===== src/rtl/ddc_pkg.sv =====
// Shared definitions for the DDC output stage: mode codes, switch-FSM encoding.
package ddc_pkg;

  localparam logic [1:0] MODE_FIR = 2'b00;
  localparam logic [1:0] MODE_CIC = 2'b01;
  localparam logic [1:0] MODE_TST = 2'b10;
  localparam logic [1:0] MODE_RSV = 2'b11;

  localparam logic [0:0] ST_RUN  = 1'b0;
  localparam logic [0:0] ST_PEND = 1'b1;

  function automatic int unsigned max_u(input int unsigned a, input int unsigned b);
    return (a > b) ? a : b;
  endfunction

endpackage


===== src/rtl/ddc_rnd_sat.sv =====
// Two-stage width reducer: round-half-up add (stage 1), slice/saturate (stage 2).
module ddc_rnd_sat #(
  parameter int unsigned INW  = 18,
  parameter int unsigned OUTW = 16,
  parameter int unsigned CHW  = 2
) (
  input  logic            clk,
  input  logic            rst,
  input  logic            vld_i,
  input  logic [CHW-1:0]  ch_i,
  input  logic [INW-1:0]  data_i,
  input  logic            rnd_en_i,
  output logic            vld_o,
  output logic [CHW-1:0]  ch_o,
  output logic [OUTW-1:0] data_o,
  output logic            sat_o
);

  localparam int unsigned D = INW - OUTW;

  // Guard bit plus the OUTW MSBs after the optional half-LSB add
  logic [OUTW:0] hi_c;

  generate
    if (D > 0) begin : g_rnd
      logic [INW:0] sum_c;
      logic         unused_lsb_c;
      assign sum_c        = {data_i[INW-1], data_i} + ((INW+1)'(rnd_en_i) << (D - 1));
      assign hi_c         = sum_c[INW:D];
      assign unused_lsb_c = ^sum_c[D-1:0];
    end else begin : g_pass
      logic unused_rnd_c;
      assign hi_c         = {data_i[INW-1], data_i};
      assign unused_rnd_c = rnd_en_i;
    end
  endgenerate

  logic            vld1_q;
  logic [CHW-1:0]  ch1_q;
  logic [OUTW:0]   hi1_q;
  logic            vld2_q;
  logic [CHW-1:0]  ch2_q;
  logic [OUTW-1:0] data2_q;
  logic            sat2_q;
  logic            ovf_c;
  logic [OUTW-1:0] data_c;

  // Only the positive side can overflow when adding a half LSB
  always_comb begin
    ovf_c  = hi1_q[OUTW] ^ hi1_q[OUTW-1];
    data_c = ovf_c ? {1'b0, {(OUTW-1){1'b1}}} : hi1_q[OUTW-1:0];
  end

  always_ff @(posedge clk or negedge rst) begin
    if (!rst) begin
      vld1_q  <= 1'b0;
      ch1_q   <= '0;
      hi1_q   <= '0;
      vld2_q  <= 1'b0;
      ch2_q   <= '0;
      data2_q <= '0;
      sat2_q  <= 1'b0;
    end else begin
      vld1_q <= vld_i;
      if (vld_i) begin
        ch1_q <= ch_i;
        hi1_q <= hi_c;
      end
      vld2_q <= vld1_q;
      sat2_q <= vld1_q & ovf_c;
      if (vld1_q) begin
        ch2_q   <= ch1_q;
        data2_q <= data_c;
      end
    end
  end

  assign vld_o  = vld2_q;
  assign ch_o   = ch2_q;
  assign data_o = data2_q;
  assign sat_o  = sat2_q;

endmodule


===== src/rtl/ddc_out_sel_mc.sv =====
// DDC output selector: FIR / CIC-bypass / test-ramp source with frame-aligned
// mode switching, followed by the round/saturate width reducer.
module ddc_out_sel_mc
  import ddc_pkg::*;
#(
  parameter int unsigned NCH    = 4,
  parameter int unsigned CICW   = 18,
  parameter int unsigned FIRW   = 16,
  parameter int unsigned OUTW   = 16,
  parameter int unsigned SW_TMO = 255,
  parameter int unsigned CHW    = $clog2(NCH)
) (
  input  logic            clk,
  input  logic            rst,
  input  logic [1:0]      mode_req,
  input  logic            rnd_en,
  input  logic            cic_flag,
  input  logic [CHW-1:0]  cic_ch,
  input  logic [CICW-1:0] cic_data,
  input  logic            fir_flag,
  input  logic [CHW-1:0]  fir_ch,
  input  logic [FIRW-1:0] fir_data,
  output logic            out_flag,
  output logic [CHW-1:0]  out_ch,
  output logic [OUTW-1:0] out_data,
  output logic            out_sat,
  output logic [1:0]      mode_act,
  output logic            sw_pend
);

  localparam int unsigned INW = max_u(CICW, FIRW);
  localparam int unsigned TMW = $clog2(SW_TMO + 1);
  localparam logic [CHW-1:0] CH_LAST = CHW'(NCH - 1);

  logic [0:0]      state_q, state_d;
  logic [1:0]      mode_q, mode_d;
  logic [1:0]      tgt_q, tgt_d;
  logic            pend_q, pend_d;
  logic [TMW-1:0]  tmo_q, tmo_d;
  logic [OUTW-1:0] ramp_q, ramp_d;
  logic [CHW-1:0]  tch_q, tch_d;

  logic            acc_c;
  logic [CHW-1:0]  ch_c;
  logic [INW-1:0]  data_c;
  logic            rnd_c;
  logic            last_c;

  // Source select; every source is MSB-aligned to INW so one reducer serves all
  always_comb begin
    acc_c  = 1'b0;
    ch_c   = '0;
    data_c = '0;
    rnd_c  = 1'b0;
    case (mode_q)
      MODE_FIR: begin
        acc_c  = fir_flag;
        ch_c   = fir_ch;
        data_c = INW'(fir_data) << (INW - FIRW);
        rnd_c  = rnd_en;
      end
      MODE_CIC: begin
        acc_c  = cic_flag;
        ch_c   = cic_ch;
        data_c = INW'(cic_data) << (INW - CICW);
        rnd_c  = rnd_en;
      end
      MODE_TST: begin
        acc_c  = 1'b1;
        ch_c   = tch_q;
        data_c = INW'(ramp_q) << (INW - OUTW);
      end
      default: ;
    endcase
    last_c = acc_c && (ch_c == CH_LAST);
  end

  // Mode-switch FSM next state
  always_comb begin
    state_d = state_q;
    mode_d  = mode_q;
    tgt_d   = tgt_q;
    pend_d  = pend_q;
    tmo_d   = tmo_q;
    ramp_d  = ramp_q;
    tch_d   = tch_q;
    if (mode_q == MODE_TST) begin
      ramp_d = ramp_q + OUTW'(1);
      tch_d  = tch_q + CHW'(1);
    end
    case (state_q)
      ST_RUN: begin
        tmo_d = '0;
        if ((mode_req != MODE_RSV) && (mode_req != mode_q)) begin
          tgt_d   = mode_req;
          pend_d  = 1'b1;
          state_d = ST_PEND;
        end
      end
      ST_PEND: begin
        if (mode_req == mode_q) begin
          pend_d  = 1'b0;
          tmo_d   = '0;
          state_d = ST_RUN;
        end else begin
          if (mode_req != MODE_RSV) begin
            tgt_d = mode_req;
          end
          // The frame-closing sample still leaves from the old source
          if (last_c || (!acc_c && (tmo_q == TMW'(SW_TMO - 1)))) begin
            mode_d  = tgt_d;
            pend_d  = 1'b0;
            tmo_d   = '0;
            state_d = ST_RUN;
            if (tgt_d == MODE_TST) begin
              ramp_d = '0;
              tch_d  = '0;
            end
          end else if (acc_c) begin
            tmo_d = '0;
          end else begin
            tmo_d = tmo_q + TMW'(1);
          end
        end
      end
      default: state_d = ST_RUN;
    endcase
  end

  always_ff @(posedge clk or negedge rst) begin
    if (!rst) begin
      state_q <= ST_RUN;
      mode_q  <= MODE_FIR;
      tgt_q   <= MODE_FIR;
      pend_q  <= 1'b0;
      tmo_q   <= '0;
      ramp_q  <= '0;
      tch_q   <= '0;
    end else begin
      state_q <= state_d;
      mode_q  <= mode_d;
      tgt_q   <= tgt_d;
      pend_q  <= pend_d;
      tmo_q   <= tmo_d;
      ramp_q  <= ramp_d;
      tch_q   <= tch_d;
    end
  end

  ddc_rnd_sat #(
    .INW  (INW),
    .OUTW (OUTW),
    .CHW  (CHW)
  ) u_rnd_sat (
    .clk      (clk),
    .rst      (rst),
    .vld_i    (acc_c),
    .ch_i     (ch_c),
    .data_i   (data_c),
    .rnd_en_i (rnd_c),
    .vld_o    (out_flag),
    .ch_o     (out_ch),
    .data_o   (out_data),
    .sat_o    (out_sat)
  );

  assign mode_act = mode_q;
  assign sw_pend  = pend_q;

endmodule


===== config.mk =====
export PLATFORM = sky130hd
export DESIGN_NAME = ddc_out_sel_mc
export DESIGN_NICKNAME = d
export VERILOG_FILES = /design/src/rtl/ddc_pkg.sv /design/src/rtl/ddc_rnd_sat.sv /design/src/rtl/ddc_out_sel_mc.sv
export SDC_FILE = /design/constraint.sdc
export NUM_CORES = 1
export LEC_CHECK = 0
export CAP_MARGIN = 30
export CORE_ASPECT_RATIO = 0.75
export CORE_MARGIN = 8
export CORE_UTILIZATION = 47
export DETAILED_ROUTE_END_ITERATION = 8
export GPL_TIMING_DRIVEN = 0
export PLACE_DENSITY = 0.7
export SLEW_MARGIN = 15
export SYNTH_ARGS = -nofsm -noshare
export SYNTH_HDL_FRONTEND = slang
export SYNTH_SLANG_ARGS = --single-unit

===== constraint.sdc =====
create_clock -name clk -period 3.08 [get_ports clk]
set_input_delay 0.616 -clock clk [delete_from_list [all_inputs] [get_ports clk]]
set_output_delay 0.616 -clock clk [all_outputs]
set_load 0.02 [all_outputs]

==> metrics.md <==
| Metric | Value |
|---|---|
| Die Width | 122 um |
| Seq cells post-synth | 72 |
| Area growth, synth to finish | 28.5% |
| Clock Root Buffer | clkbuf_16 |
| Max-slew headroom | 62.5% |
| Syn_area_per_cell | 9.58 um2 |
| Clk Latency, worst-skew pair | between 0.3 and 0.4 ns |
| Post_cts resized | 0 |
| Worst-case clock buffer depth | 2 |
| Clk slew on worst S/H paths | 0.06 ns |
| Post-Synth Simple-Gate Area | 21.4% |
| Status | finished clean |
| Crit path DAT | 2.83 ns |
| Number of nets with antenna violations after routing | 0 |
| Crit Path Category | reg -> reg |
| Routed wire per std cell | 15.9 um |
| Compound-gate portion of the synthesized area | 12.5% |
| Placed insts | 590 |
| Total power | around 2.5 mW |
| HP Class | in -> async |
| Multi-input logic area | around 2000 um2 |
| Period utilization | 84.9% |
| Commonest non-fill, non-tap cell in the layout | nor2_1 |
| Final Instance Area | 5110 um2 |
| Placer congestion estimate | 0.816 |
| Register-to-register setup slack | 0.46 ns |
| Gr usage total | around 17% |
| CTS tree | yes |
| Mapped Area | 3980 um2 |
| Hold buffer count at CTS | 0 |
| R2R cell count | 12 |
| Clock Skews | 0.00899 ns |
| Worst r2r dst | u_rnd_sat.hi1_q[15] |
| Final worst-path setup slack | 0.465 ns |
| Post-CTS repair timing setup buffer count | 0 |
| Fill cells | between 700 and 800 |
| P_sw | 610 uW |
| Syn_nets | between 400 and 500 |
| H-tree depth | 3 |
| Final setup viols | 0 |
| Max IR drop VDD | 0.000254 V |
| Max Slew Vio Count | 0 |
| CP Capture Type | flip-flop |
| Layout cells sized above 1 | 9.64% |
| Setup Slack @ Placement | ~0.48 ns |
| Required time worst endpoint | roughly 3.3 ns |
| R2r startpoint | mode_act[0] |
| Clk network pwr share | 45.3% |
| Gate power share | 12.2% |
| Largest family of logic cells by synthesized area | simple AND/OR/NAND/NOR gates |
| Via/cell ratio | 5.23 |
| Most frequent cells in the layout | 74 x nor2_1, 72 x dfrtp_1, 65 x clkdlybuf4s50_1 |
| Sequential cell fraction of total power | 42.5% |
| Setup crit start kind | flip-flop |
| Largest net degree at the start of global routing | 44 |
| Via count | 3167 |
| Drt pass-1 iters | 4 |
| Post-synthesis mux area share | under 10% |
| Post-synthesis adder-cell area fraction | 2.20% |
| Slew @ Worst Pin | 0.563 ns |
| Switching share of total power | 24.6% |
| Internal power | about 1.9 mW |
| Die height | 95.7 um |
| WL final | a little under 10 mm |
| DR iter-0 viols | 310 |
| Xor and xnor area share after synthesis | about 7.5% |
| Core ar. | around 8300 um2 |
| Min Hold Slack | ~0.21 ns |
| Nets | approximately 550 |
| Final Critical Period | about 2.6 ns |
| Dpl hpwl | 7.16 mm |
| Die area | 11700 um2 |
| Vias in the first global route | 3165 |
| Maxcap violations | 0 |
| Initial core utilization | 47.6% |
| RSZ-0062 raised after global routing | false |
| Total grt overflow | 0 |
| IO Pins | 68 |
| Fmax | ~380 MHz |
| Sum Neg Setup Slack | 0 ns |
| Leakage | ~2.2 nW |
| Endpoints failing hold | 0 |
| Antenna violations before repair | 0 |
| Post-synth cell types | 48 |
| DR DRC count | 0 |
| First-pass GRT wire length | 15.7 mm |
| Worst-path maximum fanout | 11 |
| Power per standard cell area | 485 nW/um2 |
| Non-Filler Instances | 606 |
| Register area share after synthesis | 45.3% |
| Placed inst area | approximately 4800 um2 |
| CTS buffer count | 9 |
| IO buf count | 66 |
| YS warnings | 0 |
| Number of core rows | 29 |
| Synth Instances | between 400 and 500 |
| Final core occ | between 60% and 70% |
| Number of diodes | 0 |
| Reg area | 1800 um2 |
| Clock Sinks | 72 |
==> final cells by class <==
type,count,share of cell area [%]
inverter,8,0.588
clock buffer,10,4.48
tap,108,2.65
sequential,72,35.3
clock inverter,6,1.76
buffer,24,3.13
timing repair buffer,67,13.3
multi-input combinational,311,38.8
==> power by group through the flow <==
stage | clock network [mW] | logic (mW) | registers [mW]
6_report | 1.12 | 0.303 | 1.05
5_1_grt | 1.19 | 0.337 | 1.06
3_3_place_gp | 0 | 0.294 | 1.07
2_1_floorplan | 0 | 0.118 | 1.09
3_5_place_dp | 0 | 0.304 | 1.07
4_1_cts | 1.15 | 0.306 | 1.05
==> worst max-delay path by stage <==
| stage | startpoint | to | cells after the start |
|---|---|---|---|
| 3_5_place_dp | mode_act[0] | u_rnd_sat.hi1_q[14] | 11 |
| 4_1_cts | mode_act[0] | u_rnd_sat.hi1_q[15] | 12 |
| 5_1_grt | mode_act[1] | u_rnd_sat.hi1_q[16] | 10 |
| 3_3_place_gp | rst | ramp_q[9] | 1 |
| 6_report | mode_act[0] | u_rnd_sat.hi1_q[15] | 12 |
| 2_1_floorplan | mode_act[0] | u_rnd_sat.hi1_q[16] | 11 |
==> metal layers <==
metal	track usage, %	vias up	share of wire (%)
met5	0	-	0
met4	5.46	0	0.79
met3	4.32	5	5.9
met2	27.1	82	46
met1	22.7	1494	47
li1	-	1586	-
==> worst max-delay path, stage by stage (launching register included) <==
cell	delay, ns
dfrtp_1	0.39
buf_6	0.16
nor2b_4	0.20
buf_6	0.18
buf_6	0.16
ha_1	0.20
a21oi_1	0.07
o22ai_1	0.17
ha_1	0.23
nand3_2	0.16
nor4_4	0.29
and3_1	0.23
nor3_2	0.05
==> state kept, by name, summed over array words and instances (netlist names) <==
register / cells
u_rnd_sat.vld1_q: 1
state_q: 1
sw_pend: 1
u_rnd_sat.data_o: 16
u_rnd_sat.ch1_q: 2
u_rnd_sat.hi1_q: 17
tch_q: 2
u_rnd_sat.ch_o: 2
ramp_q: 16
u_rnd_sat.vld_o: 1
mode_act: 2
tgt_q: 2
u_rnd_sat.sat_o: 1
tmo_q: 8
==> synthesized netlist by cell type (all sizes together) <==
cell	count	area share (%)
a21boi	1	0.19
o21bai	2	0.38
xor2	23	5.1
and2	2	0.31
nand3b	2	0.38
and4b	1	0.25
o22ai	6	0.94
o22a	1	0.22
nor4	3	1.2
a21oi	31	4.0
nand4	6	1.1
clkbuf	14	1.3
inv	8	0.76
a22o	1	0.22
and4	4	0.88
a21o	1	0.19
or3	1	0.16
and3	7	1.1
a221o	2	0.50
nor3	12	2.0
nor2b	4	0.82
o2bb2ai	9	3.2
mux2	3	0.85
dfrtp	72	45
nand2b	2	0.31
nor2	74	7.0
o21ai	19	2.4
nand2	41	3.9
xnor2	11	2.4
mux2i	22	5.5
buf	10	2.7
ha	7	2.2
o211ai	1	0.19
nand3	12	2.0
==> cells by family after synthesis <==
kind of cell,Yosys count
AND/OR/NAND/NOR,171
AO/OA/AOI/OAI,74
flip-flops,72
XOR/XNOR,34
buffers and inverters,32
multiplexers,25
adder cells (fa/ha/maj),7
Note: power is estimated with default switching activity, not from simulation.
